===== src/rtl/pattern_serializer.sv =====
// pattern_serializer
// Shifts a parallel pattern out MSB-first on a single registered bit line.
// The pattern can be repeated back to back with no gap. While the bits go
// out, the block counts the overlapping "001"/"010" triples it sends, so a
// downstream sequence detector's match pulses can be checked against it.

module pattern_serializer #(
    parameter int WIDTH = 8,   // maximum pattern length in bits
    parameter int LEN_W = 4,   // width of len; 2**LEN_W must exceed WIDTH
    parameter int REP_W = 4,   // width of reps
    parameter int CNT_W = 4    // width of the saturating match counter
) (
    input  logic             clk,
    input  logic             rst,
    input  logic             start,
    input  logic [WIDTH-1:0] data,
    input  logic [LEN_W-1:0] len,
    input  logic [REP_W-1:0] reps,
    output logic             b,
    output logic             valid,
    output logic             busy,
    output logic             done,
    output logic [CNT_W-1:0] match_cnt
);

    // The shift store is as wide as len can address, so any bit index held
    // in LEN_W bits selects a real bit. The bits above WIDTH are always zero.
    localparam int               SH_W    = 2 ** LEN_W;
    localparam logic [LEN_W-1:0] MAX_LEN = LEN_W'(WIDTH);
    localparam logic [CNT_W-1:0] CNT_MAX = '1;

    typedef enum logic [1:0] {
        IDLE,
        SHIFT,
        DONE
    } state_t;

    state_t           state;
    logic [SH_W-1:0]  shreg;      // latched pattern, zero-extended
    logic [LEN_W-1:0] len_q;      // effective (clamped) length of this transfer
    logic [LEN_W-1:0] idx;        // index of the bit currently on b
    logic [REP_W-1:0] reps_left;  // repetitions still to send after this one
    logic [1:0]       hist;       // {older, newer} of the two last launched bits
    logic [1:0]       hist_cnt;   // bits launched so far this transfer, capped at 2

    // Values used at the accept edge
    logic [LEN_W-1:0] eff_len;
    logic [LEN_W-1:0] first_idx;
    logic [SH_W-1:0]  data_ext;
    logic             first_bit;

    // Values used at each SHIFT edge
    logic             last_bit;
    logic [LEN_W-1:0] next_idx;
    logic             next_bit;
    logic             next_match;

    // Clamp the requested length and pick the first (most significant) bit.
    always_comb begin
        // NOTE: every always_comb output gets a value on every path; a path
        // that leaves one unassigned turns it into a latch.
        eff_len   = (len > MAX_LEN) ? MAX_LEN : len;
        first_idx = eff_len - LEN_W'(1);
        data_ext  = SH_W'(data);
        first_bit = data_ext[first_idx];
    end

    // Work out the bit to launch next, wrapping to the top of the pattern
    // at a repetition boundary, and whether it closes a counted triple.
    always_comb begin
        last_bit   = (idx == '0) && (reps_left == '0);
        next_idx   = (idx != '0) ? (idx - LEN_W'(1)) : (len_q - LEN_W'(1));
        next_bit   = shreg[next_idx];
        next_match = (hist_cnt == 2'd2) &&
                     (({hist, next_bit} == 3'b001) || ({hist, next_bit} == 3'b010));
    end

    // Control FSM with registered outputs, the shift datapath and the match counter.
    always_ff @(posedge clk) begin
        // NOTE: sequential state uses non-blocking assignments only, so every
        // right-hand side reads the value from before this edge.
        if (rst) begin
            state     <= IDLE;
            b         <= 1'b1;
            valid     <= 1'b0;
            busy      <= 1'b0;
            done      <= 1'b0;
            match_cnt <= '0;
            shreg     <= '0;
            len_q     <= '0;
            idx       <= '0;
            reps_left <= '0;
            hist      <= '0;
            hist_cnt  <= '0;
        end else begin
            case (state)
                IDLE: begin
                    b     <= 1'b1;
                    valid <= 1'b0;
                    busy  <= 1'b0;
                    done  <= 1'b0;
                    // A zero length is not a transfer: stay idle and never pulse done.
                    if (start && (len != '0)) begin
                        shreg     <= data_ext;
                        len_q     <= eff_len;
                        idx       <= first_idx;
                        reps_left <= reps;
                        // History restarts per transfer. The first bit is already in it.
                        hist      <= {1'b0, first_bit};
                        hist_cnt  <= 2'd1;
                        match_cnt <= '0;
                        b         <= first_bit;
                        valid     <= 1'b1;
                        busy      <= 1'b1;
                        state     <= SHIFT;
                    end
                end

                SHIFT: begin
                    if (last_bit) begin
                        b     <= 1'b1;
                        valid <= 1'b0;
                        done  <= 1'b1;
                        state <= DONE;
                    end else begin
                        idx  <= next_idx;
                        if (idx == '0) begin
                            reps_left <= reps_left - REP_W'(1);
                        end
                        b    <= next_bit;
                        hist <= {hist[0], next_bit};
                        if (hist_cnt != 2'd2) begin
                            hist_cnt <= hist_cnt + 2'd1;
                        end
                        if (next_match && (match_cnt != CNT_MAX)) begin
                            match_cnt <= match_cnt + CNT_W'(1);
                        end
                    end
                end

                DONE: begin
                    // A start seen here is dropped on purpose. The next
                    // transfer can only begin from IDLE.
                    done  <= 1'b0;
                    busy  <= 1'b0;
                    state <= IDLE;
                end

                default: begin
                    state <= IDLE;
                end
            endcase
        end
    end

endmodule


===== config.mk =====
export PLATFORM = sky130hd
export DESIGN_NAME = pattern_serializer
export DESIGN_NICKNAME = d
export VERILOG_FILES = /design/src/rtl/pattern_serializer.sv
export SDC_FILE = /design/constraint.sdc
export NUM_CORES = 1
export LEC_CHECK = 0
export ABC_AREA = 1
export BUFFER_PORTS_ARGS = -buffer_cell sky130_fd_sc_hd__buf_2
export CAP_MARGIN = 15
export CORE_MARGIN = 5
export CORE_UTILIZATION = 61
export CTS_CLUSTER_SIZE = 12
export DETAILED_ROUTE_END_ITERATION = 6
export PLACE_DENSITY = 0.9
export SLEW_MARGIN = 20
export SYNTH_ARGS = -nofsm -noshare
export SYNTH_HDL_FRONTEND = slang
export SYNTH_SLANG_ARGS = --single-unit

===== constraint.sdc =====
create_clock -name clk -period 2.9 [get_ports clk]
set_input_delay 0.58 -clock clk [delete_from_list [all_inputs] [get_ports clk]]
set_output_delay 0.58 -clock clk [all_outputs]
set_load 0.01 [all_outputs]

==> reports/metrics.cfg <==
[synthesis]
postSynth.asyncResetShare=0
syn_inst=269
synth_cell_types=34
ys_seq_elements=34
syn_area_per_cell_sq_um=7.11
syn_nets=293
synth.yosys.seq_area_share=0.356
synthFlopType=dfxtp_1
syn_area_sq_mm=0.00191
synth_edf_count=0
synth_top_area_frac=0.356
ys_top_cells_by_area=dfxtp_1 36%, nand2_1 13%, a21oi_1 8.4%
yosys_warnings=0
yosysTopAreaCell=dfxtp_1

[min_path]
worst_hold_path_type=flip-flop to flip-flop
hold_start=hist_cnt[1]

[clock_network]
cts_num_sinks=34
cts_max_path_buffers=2
cts_tree=yes
post_cts_resized=0
cts_buffers=5
cts.clk_slew.worst_paths_ps=100
cts_setup_buffers=0
clk_latency_ps=340
cts_max_level=2
clockRootBuffer=clkbuf_4
postCtsHoldBufs=0

[sta]
finClkSkew_ps=10.9
period_needed_ps=1950
timing.setup.tns_ps=0
setup_violations=0
slew_headroom=0.731
fmax_ghz=0.512
min_period_over_period=0.673
drv_slew=0
worst_slack_ps=948
tightestPinTransition_ps=404
rsz0062_at_grt=no
hold_slack_ps=467
finalHoldViolCount=0

[drt]
vias=1857
wirelength_mm=4.15
final_antenna_net_count=0
route.detailed.drc=0
first_pass_iters=5
viasPerCell=5.48
initialDrtViolationCount=150
wl_per_cell_microns=12.2

[layout]
nets=320
diodes=0
finalNonFillerCells=339
drive_gt1_frac=0.214
final_area_sq_mm=0.00213
syn2layout_area_growth_pct=11.5
fin_util=0.704

[grt]
grt_util_met2=0.327
overflow=0
grt_pass1_vias=1695
grt_use_met3=0.0612
grt_busiest_layer=met2
grt_util_met1=0.276
grt_max_degree=22
track_usage=0.215
antenna_found_initial=0
grt_pass1_wl_mm=7.23

[worst_setup_path]
crit_cells=9
rr_startpoint=reps_left[0]
start_kind=flip-flop
critPathLaunch=reps_left[0]
cpLargestDelayFamily=compound AO/OA/AOI/OAI gates
crit_chain=inv_1, ha_1, inv_1, nor4_4, o21ai_4, inv_2, a21oi_1, o21ai_0, a31oi_1
critPathBufInv=3
slowest_stage=dfxtp_1
path_common_cell=inv_1
cp_max_fo=13
r2r_cells=9
cp.arrival_ps=2210
crit_path_max_incr_delay_ps=360
required_ps=3160
endpoint_kind=flip-flop
timing.rr.end=hist_cnt[0]
worstSetupPathType=flip-flop to flip-flop
crit_end=hist_cnt[0]
r2r_slack_ps=950

[die]
fp.dieArea_sq_mm=0.00435
rows=20
die_h_microns=66.0
initial_core_util=0.631
io_pins=27
die_w_microns=66.0
core_area_sq_mm=0.00303

[placement]
gp_congestion=0.870
dpl-instance-area_sq_mm=0.00208
placed_cells=333
dp_slack_ps=668
port_buffers=26
post-dp-hpwl_mm=3.08

[job]
cap_violations=0

[power]
finalPower_mw=1.44
ir_drop_v=0.000431
p_per_area_mw_per_mm2=677
p_leak_nw=0.973

[run_status]
status=finished clean

-- worst reg2reg max path: stages, from the launching register on --
cell	delay, ps
dfxtp_1	360
inv_1	80
ha_1	200
inv_1	90
nor4_4	60
o21ai_4	270
inv_2	180
a21oi_1	320
o21ai_0	120
a31oi_1	180
-- cells in the mapped netlist, types with 3 or more instances --
| master | number |
|---|---|
| nand3_2 | 3 |
| a31oi_1 | 3 |
| nand2_1 | 67 |
| inv_2 | 4 |
| o21ai_0 | 20 |
| inv_1 | 28 |
| a21oi_1 | 32 |
| dfxtp_1 | 34 |
| nand3_1 | 17 |
| nor2_4 | 3 |
| nor2_1 | 13 |
| nand2_2 | 8 |
| clkbuf_1 | 5 |
| ha_1 | 5 |
-- routing by layer --
| layer | routed length, microns | up-vias | share of wire |
|---|---|---|---|
| li1 | - | 946 | - |
| met1 | 1910 | 831 | 0.46 |
| met2 | 1820 | 69 | 0.44 |
| met3 | 314 | 11 | 0.076 |
| met4 | 105 | 0 | 0.025 |
| met5 | 0 | - | 0 |
-- report_power, final --
group	internal [mW]	switching, mW
clock	0.109	0.145
sequential	0.536	0.0595
combinational	0.211	0.383
-- cell type report --
type                       instances  area (sq um)
clock buffer                       6          51.3
fill                             272           897
inverter                          32           120
multi-input combinational        195          1080
sequential                        34           681
tap                               44          55.1
timing repair buffer              28           145
-- cell families after synthesis --
kind of cell               share of synthesized area
xor gates and xnor gates                      0.0131
adders and majority gates                     0.0327
AOI/OAI and AO/OA                              0.217
and+or+nand+nor                                0.301
DFF                                            0.356
buffers and inverters                         0.0798
-- placed cells by master (no fill, tap or decap), drive strengths merged, types with 2 or more instances in the layout --
| cell | instances |
|---|---|
| a21oi | 34 |
| a221oi | 3 |
| a31oi | 3 |
| buf | 28 |
| clkbuf | 6 |
| dfxtp | 34 |
| ha | 5 |
| inv | 32 |
| nand2 | 77 |
| nand3 | 20 |
| nand4 | 2 |
| nor2 | 16 |
| o211ai | 2 |
| o21ai | 23 |
| o221ai | 2 |
| or2 | 2 |
| xor2 | 2 |
-- worst min path at each step --
stage               slack [ps]  cells past startpoint           to
finish                     470                      2  hist_cnt[1]
global route               490                      2     shreg[1]
floorplan                  430                      1  hist_cnt[0]
CTS                        470                      2         done
detailed placement         450                      2      hist[1]
global placement           450                      1  hist_cnt[0]
-- sequential cells by signal, indices dropped and copies added (netlist names), 2 cells and up --
name       cells
len_q          4
idx            4
state          2
reps_left      4
hist_cnt       2
hist           2
match_cnt      4
shreg          8
Power figures use the tool's default switching activity.
